`src/rtl/crc_pkg.sv`:
```
`default_nettype none
// ============================================================================
// Module : crc_pkg
// Brief  : Default CRC-32 constants, stream FSM state encoding and bit helper.
// Rev    : 1.0  initial release
// ============================================================================
package crc_pkg;

    localparam logic [31:0] CRC32_POLY    = 32'h04C11DB7;
    localparam logic [31:0] CRC32_INIT    = 32'hFFFFFFFF;
    localparam logic [31:0] CRC32_XOR_OUT = 32'hFFFFFFFF;
    localparam logic [31:0] CRC32_RESIDUE = 32'hDEBB20E3;

    typedef enum logic [1:0] {
        ST_IDLE = 2'd0,
        ST_RUN  = 2'd1,
        ST_HOLD = 2'd2
    } state_t;

    function automatic logic [31:0] bitrev32(input logic [31:0] v);
        logic [31:0] r;
        r = '0;
        for (int i = 0; i < 32; i++) begin
            r[i] = v[31-i];
        end
        return r;
    endfunction

endpackage
`default_nettype wire

```
`src/rtl/crc_byte_step.sv`:
```
`default_nettype none
// ============================================================================
// Module : crc_byte_step
// Brief  : Combinational one-byte CRC update; register is kept in normal form.
// Rev    : 1.0  initial release
// ============================================================================
module crc_byte_step
    import crc_pkg::*;
#(
    parameter logic [31:0] POLY    = CRC32_POLY,
    parameter int          REFLECT = 1
) (
    input  logic [31:0] crc_in,
    input  logic [7:0]  byte_in,
    output logic [31:0] crc_out
);

    // Reflected mode feeds the byte LSB-first into a normal-form register,
    // so the reflected result is just a bit reversal of this register.
    function automatic logic [31:0] f_step(input logic [31:0] c_in, input logic [7:0] b);
        logic [31:0] c;
        logic        bit_in;
        c      = c_in;
        bit_in = 1'b0;
        for (int i = 0; i < 8; i++) begin
            bit_in = (REFLECT != 0) ? b[i] : b[7-i];
            if (c[31] ^ bit_in) begin
                c = (c << 1) ^ POLY;
            end else begin
                c = c << 1;
            end
        end
        return c;
    endfunction

    assign crc_out = f_step(crc_in, byte_in);

endmodule
`default_nettype wire

```
`src/rtl/crc_stream.sv`:
```
`default_nettype none
// ============================================================================
// Module : crc_stream
// Brief  : Streaming CRC over framed beats with length count and residue check.
//          Optional residue compare enabled by macro CRC_STREAM_CHECK_EN.
// Rev    : 1.0  initial release
// ============================================================================
module crc_stream
    import crc_pkg::*;
#(
    parameter int          DATA_W  = 32,
    parameter logic [31:0] POLY    = CRC32_POLY,
    parameter logic [31:0] INIT    = CRC32_INIT,
    parameter logic [31:0] XOR_OUT = CRC32_XOR_OUT,
    parameter int          REFLECT = 1,
    parameter logic [31:0] RESIDUE = CRC32_RESIDUE
) (
    input  logic                  clk,
    input  logic                  reset_p,
    input  logic                  s_valid,
    output logic                  s_ready,
    input  logic [DATA_W-1:0]     s_data,
    input  logic [DATA_W/8-1:0]   s_keep,
    input  logic                  s_sop,
    input  logic                  s_eop,
    output logic                  m_valid,
    input  logic                  m_ready,
    output logic [31:0]           m_crc,
    output logic [15:0]           m_len,
    output logic                  m_good
);

    localparam int c_NBYTES = DATA_W / 8;

    state_t                r_state;
    logic [31:0]           r_crc;
    logic [15:0]           r_len;

    logic                  w_accept;
    logic [c_NBYTES-1:0]   w_en;
    logic                  w_run;
    logic [3:0]            w_cnt;
    logic [31:0]           w_seed;
    logic [31:0]           w_crc_nxt;
    logic [31:0]           w_crc_final;
    logic [15:0]           w_len_start;
    logic [16:0]           w_len_sum;
    logic [15:0]           w_len_nxt;
    logic                  w_good_nxt;

    assign w_accept = s_valid && s_ready;

    // Non-eop beats take every byte; the eop beat takes only the lowest keep run.
    always_comb begin
        w_en  = '0;
        w_cnt = '0;
        w_run = 1'b1;
        for (int i = 0; i < c_NBYTES; i++) begin
            w_run   = w_run && (!s_eop || s_keep[i]);
            w_en[i] = w_run;
            w_cnt   = w_cnt + {3'b000, w_run};
        end
    end

    assign w_seed = s_sop ? INIT : r_crc;

    for (genvar gi = 0; gi < c_NBYTES; gi++) begin : g_byte
        logic [31:0] w_in;
        logic [31:0] w_out;
        logic [31:0] w_nxt;

        if (gi == 0) begin : g_first
            assign w_in = w_seed;
        end else begin : g_rest
            assign w_in = g_byte[gi-1].w_nxt;
        end

        crc_byte_step #(
            .POLY    (POLY),
            .REFLECT (REFLECT)
        ) u_step (
            .crc_in  (w_in),
            .byte_in (s_data[8*gi +: 8]),
            .crc_out (w_out)
        );

        assign w_nxt = w_en[gi] ? w_out : w_in;
    end

    assign w_crc_nxt   = g_byte[c_NBYTES-1].w_nxt;
    assign w_crc_final = (REFLECT != 0) ? bitrev32(w_crc_nxt) : w_crc_nxt;

    assign w_len_start = s_sop ? 16'd0 : r_len;
    assign w_len_sum   = {1'b0, w_len_start} + {13'd0, w_cnt};
    assign w_len_nxt   = w_len_sum[16] ? 16'hFFFF : w_len_sum[15:0];

`ifdef CRC_STREAM_CHECK_EN
    assign w_good_nxt = (w_crc_final == RESIDUE);
`else
    logic w_unused_residue;
    assign w_unused_residue = ^RESIDUE;
    assign w_good_nxt       = 1'b0;
`endif

    // A sop beat is honoured in both IDLE and RUN, which also covers abort/restart.
    always_ff @(posedge clk or posedge reset_p) begin
        if (reset_p) begin
            r_state <= ST_IDLE;
            s_ready <= 1'b1;
            r_crc   <= INIT;
            r_len   <= 16'd0;
            m_valid <= 1'b0;
            m_crc   <= 32'd0;
            m_len   <= 16'd0;
            m_good  <= 1'b0;
        end else begin
            case (r_state)
                ST_IDLE, ST_RUN: begin
                    if (w_accept && (s_sop || (r_state == ST_RUN))) begin
                        if (s_eop) begin
                            r_state <= ST_HOLD;
                            s_ready <= 1'b0;
                            m_valid <= 1'b1;
                            m_crc   <= w_crc_final ^ XOR_OUT;
                            m_len   <= w_len_nxt;
                            m_good  <= w_good_nxt;
                        end else begin
                            r_state <= ST_RUN;
                            r_crc   <= w_crc_nxt;
                            r_len   <= w_len_nxt;
                        end
                    end
                end
                ST_HOLD: begin
                    if (m_ready) begin
                        r_state <= ST_IDLE;
                        s_ready <= 1'b1;
                        m_valid <= 1'b0;
                    end
                end
                default: begin
                    r_state <= ST_IDLE;
                    s_ready <= 1'b1;
                    m_valid <= 1'b0;
                end
            endcase
        end
    end

endmodule
`default_nettype wire

```
`config.mk`:
```
export PLATFORM = sky130hd
export DESIGN_NAME = crc_stream
export DESIGN_NICKNAME = d
export VERILOG_FILES = /design/src/rtl/crc_pkg.sv /design/src/rtl/crc_byte_step.sv /design/src/rtl/crc_stream.sv
export SDC_FILE = /design/constraint.sdc
export NUM_CORES = 1
export LEC_CHECK = 0
export CAP_MARGIN = 10
export CORE_MARGIN = 1
export CORE_UTILIZATION = 60
export DETAILED_ROUTE_END_ITERATION = 8
export DONT_BUFFER_PORTS = 1
export GPL_TIMING_DRIVEN = 0
export PLACE_DENSITY_LB_ADDON = 0.2
export SLEW_MARGIN = 30
export SYNTH_ARGS = -nofsm -noshare
export SYNTH_HDL_FRONTEND = slang
export SYNTH_HIERARCHICAL = 1
export SYNTH_SLANG_ARGS = --single-unit
```
`constraint.sdc`:
```
create_clock -name clk -period 6.6 [get_ports clk]
set_input_delay 1.32 -clock clk [delete_from_list [all_inputs] [get_ports clk]]
set_output_delay 1.32 -clock clk [all_outputs]
set_load 0.005 [all_outputs]
```
==> flow_metrics.py, run 1 <==
metrics = {
    "status": {
        "outcome": "complete, but fails checks",
        "violations": "negative setup slack",
    },
    "yosys": {
        "yosysWarnings": 6,
        "synthMuxAreaShare_pct": 12.4,
        "syn_area_mm2": 0.00938,
        "synth_cell_types": 57,
        "synth_fa_ha_area_share_pct": 0.561,
        "synth_edf_count": 0,
        "async_flop_share_pct": 100,
        "synthFlopType": "dfrtp_1",
        "yosysSeqAreaShare_pct": 27.1,
        "ys_ff_latch": 100,
        "synth_top_family_by_area": "XOR/XNOR gates",
        "synthXorXnorAreaFrac_pct": 32.5,
        "synth-compound-area-share_pct": 11.6,
        "syn_avg_cell_area_um2": 9.74,
        "netlist_instances": 963,
        "synth_simple_gate_area_share_pct": 12.7,
        "synth_fp_nets": 1008,
    },
    "die": {
        "floorplan.initialDensity_pct": 61.7,
        "die_y_um": 127,
        "ioPinCount": 93,
        "die_area_mm2": 0.0161,
        "rows": 45,
        "fp.dieW_um": 127,
        "coreArea_mm2": 0.0152,
    },
    "clock_tree": {
        "cts_tree": "done",
        "clk_path_buf_depth": 2,
        "path_clk_slew_ns": 0.08,
        "clock_latency_ns": 0.37,
        "numCtsBuffers": 9,
        "root_buffer": "clkbuf_16",
        "htreeDepth": 3,
        "cts.sinks": 100,
    },
    "hold_path": {
        "min_from": "r_len[1]",
        "hold_end": "r_len[1]",
        "min_delay_path_depth": 2,
        "hold_class": "reg2reg",
    },
    "final_layout": {
        "areaGrowthSynthToFinish_pct": 20.5,
        "layout.nets": 1095,
        "antennaDiodeCount": 0,
        "fin_area_mm2": 0.0113,
        "final_common_cell": "xnor2_1",
        "final_cell_mix": "xnor2_1, nor2_1, buf_4",
        "nFillCells": 1065,
        "drive_above_1_share_pct": 29.5,
    },
    "global_route": {
        "grt_pass1_vias": 7517,
        "grt_max_degree": 58,
        "grt_remaining_overflow": 0,
        "antenna_found_initial": 0,
        "grt_pass1_wl_mm": 44.8,
        "grt_use_total_pct": 37.8,
    },
    "timing": {
        "rsz0062_at_grt": "true",
        "slew_viol_final": 0,
        "period_needed_ns": 6.67,
        "max_freq_mhz": 150,
        "setup_ws_ns": -0.0723,
        "skew_ns": 0.0122,
        "finalCritPeriodShare_pct": 101,
        "report.final.setup_viol": 5,
        "slew_headroom_pct": 32.6,
        "worst_pin_slew_ns": 1.01,
        "hold_violations": 0,
    },
    "placement": {
        "io_buffers": 0,
        "dp_slack_ns": -1.30,
        "gp_congestion": 0.986,
        "postPlaceCellArea_mm2": 0.00983,
        "hpwl_mm": 22.1,
    },
    "critical_path": {
        "worst_setup_path_end_kind": "flip-flop",
        "regToRegSetupSlack_ns": 0.64,
        "rr_endpoint": "r_crc[11]",
        "path_max_fanout": 8,
        "critPathMaxStageDelay_ns": 0.44,
        "crit_top_cell": "xnor2_1",
        "r2r-start": "r_crc[28]",
        "crit_arrival_ns": 6.96,
        "r2r_cells": 23,
        "startpoint": "s_sop",
        "critPathLaunchType": "input pin",
        "crit_required_ns": 6.88,
        "crit_type": "in2reg",
        "critPathSlowestCell": "xnor3_1",
    },
    "routing": {
        "via_per_inst": 6.29,
        "ant_nets": 0,
        "drc_errors": 0,
        "vias": 7817,
        "wl_per_cell_um": 24.5,
        "first_iter_violations": 719,
        "wirelength_mm": 30.4,
        "dr.pass1.iters": 5,
    },
    "run": {
        "drv_cap": 0,
    },
}
[through the flow]
step | util [%] | setup TNS, ns | std cells | hold slack (ns)
final | 74.3 | -0.213 | 1243 | 0.482
after detailed placement | 64.6 | -48.52 | 1152 | 0.467
after floorplan | - | 0 | 963 | 0.442
after global placement | 64.4 | -56.68 | 1151 | 0.461
after global routing | 74.3 | -1.57 | 1243 | 0.517
after CTS | 71.7 | -0.0196 | 1212 | 0.486
[layer usage]
layer  global-route usage [%]  routed length, um  vias to the layer above  share of wire (%)
met5                        0                  0                        -                  0
met4                     15.1               1230                        0                4.0
met3                     7.96               2790                      100                9.2
met2                     58.5              13600                      422                 45
met1                     52.0              12700                     3828                 42
li1                         -                  -                     3467                  -
[how the worst max path moves through the flow]
| stage | to | slack [ns] | depth (start not counted) |
|---|---|---|---|
| 3_5_place_dp | m_crc[20] | -1.30 | 23 |
| 4_1_cts | m_crc[20] | -0.02 | 24 |
| 2_1_floorplan | m_crc[23] | 0.03 | 22 |
| 5_1_grt | m_crc[21] | -0.17 | 26 |
| 6_report | m_crc[21] | -0.07 | 26 |
| 3_3_place_gp | m_crc[17] | -1.58 | 23 |
[flip-flops by register name (all words and copies together), names as in the netlist]
register / count
m_crc: 32
m_len: 16
m_valid: 1
r_crc: 32
r_len: 16
r_state: 2
s_ready: 1
[final cells by class]
cell class	count	area, um^2	share of cell area (%)
Timing Repair Buffer	76	608	5.38
Clock buffer	10	239	2.12
Buffer	57	262	2.31
Sequential cell	100	2540	22.5
Tap cell	188	235	2.08
Multi-Input combinational cell	795	7300	64.6
Clock inverter	6	62.6	0.554
Inverter	11	46.3	0.410
[worst max-delay path: cells and delay by family]
kind | cells | cell delay [ns]
AOI/OAI and AO/OA | 2 | 0.43
muxes | 3 | 1.00
xor gates and xnor gates | 14 | 3.01
and+or+nand+nor | 2 | 0.36
buffers and inverters | 5 | 0.82
[Yosys cell counts (6+ instances only)]
cell        n  share of area, %
nor2_1     87               3.5
mux2i_1    32               3.4
xor2_1     26               2.4
nor2b_1     7              0.47
xnor2_2    24               4.2
dfstp_2    33               9.2
dfrtp_1    67                18
a31oi_1    71               4.7
nand3_1     6              0.32
o21ai_0    12              0.64
or2_2      29               1.9
nand2_1    56               2.2
xnor3_1     8               1.9
xor3_1      8               2.0
or2_1      35               2.3
o21a_1     38               3.0
buf_1       8              0.32
clkbuf_1   41               1.6
inv_1       6              0.24
xnor2_1   212                20
mux2_2     35               4.2
mux2_4     30               4.8
a21oi_1    14              0.75
o22a_1      6              0.56
[logic make-up after synthesis]
kind of cell	count (synthesis)
AOI/OAI and AO/OA	163
xor gates and xnor gates	286
adders and majority gates	3
buffers and inverters	68
DFF	100
muxes	97
other	1
and+or+nand+nor	245
[what timing repair did]
item | in CTS | in global routing
endpoints found under the setup margin | 56 | 26
hold buffers | 0 | 0
pin swaps | 26 | 36
cloned | 0 | 0
hold endpoints to repair | 0 | 0
resized for setup | 47 | 28
buffers inserted | 44 | 34
Power of run 1 is not shown: default switching activity piles up to over one toggle a cycle in this logic, so the estimate is an artifact.
==> run 2, diff against run 1 <==
- ABC_AREA: default -> 1
==> flow_metrics.py, run 2 <==
metrics = {
    "die": {
        "rows": 51,
        "coreArea_mm2": 0.0196,
        "die_y_um": 144,
        "ioPinCount": 93,
        "fp.dieW_um": 144,
        "die_area_mm2": 0.0207,
        "floorplan.initialDensity_pct": 61.5,
    },
    "global_route": {
        "grt_max_degree": 70,
        "grt_use_total_pct": 37.8,
        "grt_pass1_wl_mm": 58.4,
        "grt_remaining_overflow": 0,
        "antenna_found_initial": 0,
        "grt_pass1_vias": 10891,
    },
    "placement": {
        "io_buffers": 0,
        "postPlaceCellArea_mm2": 0.0124,
        "gp_congestion": 0.976,
        "hpwl_mm": 31.7,
    },
    "timing": {
        "hold_violations": 0,
        "skew_ns": 0.00839,
        "worst_pin_slew_ns": 0.733,
        "period_needed_ns": 6.27,
        "max_freq_mhz": 159,
        "finalSetupTns_ns": 0,
        "report.final.setup_viol": 0,
        "finalCritPeriodShare_pct": 95.0,
        "slew_headroom_pct": 50.9,
        "hold_ws_ns": 0.470,
        "slew_viol_final": 0,
        "rsz0062_at_grt": "false",
    },
    "clock_tree": {
        "cts.sinks": 100,
        "cts_tree": "done",
        "clk_path_buf_depth": 2,
        "clock_latency_ns": 0.35,
        "htreeDepth": 3,
        "root_buffer": "clkbuf_16",
        "numCtsBuffers": 9,
        "hold_buffers": 0,
        "path_clk_slew_ns": 0.07,
    },
    "final_layout": {
        "drive_above_1_share_pct": 14.8,
        "fin_area_mm2": 0.0128,
        "areaGrowthSynthToFinish_pct": 5.85,
        "seqCellArea_mm2": 0.00254,
        "nFillCells": 1907,
        "layout.nets": 2004,
        "final_common_cell": "nand2_1",
        "antennaDiodeCount": 0,
        "reg_top3": "m_crc x32, r_crc x32",
        "multiInputGateArea_mm2": 0.00831,
        "final_cell_mix": "nand2_1, inv_1, nand3_1",
    },
    "yosys": {
        "synthDominantCellAreaShare_pct": 27.4,
        "async_flop_share_pct": 100,
        "ys_ff_latch": 100,
        "synth_edf_count": 0,
        "yosysWarnings": 6,
        "syn_area_mm2": 0.0121,
        "synth_fp_nets": 1989,
        "synth_area_leaders": "nand2_1, dfrtp_1, xor2_1",
        "netlist_instances": 1944,
        "synth_top_cell_by_area": "nand2_1",
        "syn_avg_cell_area_um2": 6.20,
        "yosysMostFrequentCell": "nand2_1",
        "yosysSeqAreaShare_pct": 21.1,
        "synthFlopType": "dfrtp_1",
        "synth_cell_types": 39,
        "synthTopCellsByCount": "nand2_1, inv_1, nand3_1",
    },
    "critical_path": {
        "regToRegSetupSlack_ns": 1.12,
        "crit_top_cell": "nand2_1",
        "rr_endpoint": "m_crc[3]",
        "cp_top_family": "simple AND/OR/NAND/NOR gates",
        "critPathSlowestCell": "or2_2",
        "cp.buffers_inverters": 10,
        "critPathLaunchType": "input pin",
        "path_max_fanout": 10,
        "crit_arrival_ns": 6.55,
        "crit_type": "in2reg",
        "critPathMaxStageDelay_ns": 0.33,
        "r2r-start": "r_crc[29]",
        "crit_required_ns": 6.88,
        "worst_setup_path_end_kind": "flip-flop",
        "r2r_cells": 39,
    },
    "routing": {
        "first_iter_violations": 962,
        "via_per_inst": 5.36,
        "wl_per_cell_um": 17.3,
        "ant_nets": 0,
        "dr.pass1.iters": 6,
        "wirelength_mm": 38.5,
        "vias": 11945,
        "drc_errors": 0,
    },
    "run": {
        "drv_cap": 0,
    },
    "hold_path": {
        "hold_end": "r_crc[31]",
        "min_from": "r_crc[31]",
        "hold_class": "reg2reg",
        "min_delay_path_depth": 2,
    },
    "status": {
        "outcome": "complete, no violations",
    },
}
[run 2: timing repair]
item | in CTS | in global routing
endpoints found under the setup margin | 0 | 26
setup buffers | 0 | 3
resized for setup | 0 | 7
hold endpoints to repair | 0 | 0
[run 2: cell type report]
type	count	share of cell area, %
plain buffers	53	2.02
repair buffers	4	0.392
clock buffers	9	1.77
clock inverters	7	0.657
multi-input cells	1546	65.2
well taps	265	2.60
inverters	245	7.48
flip-flops and latches	100	19.9
[run 2: worst register-to-register path: cells and delay by family, from the launching register on]
kind / cells / cell delay (ns)
simple gates: 25 / 2.93
xor+xnor: 7 / 1.26
buf+inv: 7 / 0.70
flops: 1 / 0.54
[run 2: worst max path at each step]
| stage | startpoint | to | slack (ns) | cells past startpoint |
|---|---|---|---|---|
| floorplan | s_sop | m_crc[27] | 1.03 | 44 |
| global placement | s_sop | r_crc[5] | 0.10 | 42 |
| detailed placement | s_sop | r_crc[5] | 0.04 | 43 |
| CTS | s_sop | r_crc[5] | 0.38 | 43 |
| global route | s_sop | r_crc[11] | 0.03 | 44 |
| finish | s_sop | r_crc[5] | 0.33 | 43 |
[run 2: routing by layer]
| layer | track usage (%) | part of all wire (%) | wire length (um) |
|---|---|---|---|
| met4 | 12.2 | 3.0 | 1170 |
| met1 | 51.2 | 43 | 16600 |
| met5 | 0 | 0 | 0 |
| met2 | 62.2 | 46 | 17800 |
| met3 | 4.80 | 7.5 | 2890 |
[run 2: metrics by stage]
step                      setup slack [ns]  utilization, %  std cells
after floorplan                       1.03               -       1944
after global placement               0.103            63.2       2209
after detailed placement            0.0400            63.4       2210
after CTS                            0.377            65.0       2226
after global routing                0.0328            65.1       2229
final                                0.330            65.1       2229
[run 2: logic make-up after synthesis]
family	after synthesis	share of synthesized area (%)
and+or+nand+nor	1319	50.7
buffers and inverters	298	10.0
xor gates and xnor gates	206	16.8
DFF	100	21.1
AOI/OAI and AO/OA	17	0.851
adders and majority gates	3	0.436
other	1	0.0311
Power of run 2 is left out for the same reason.
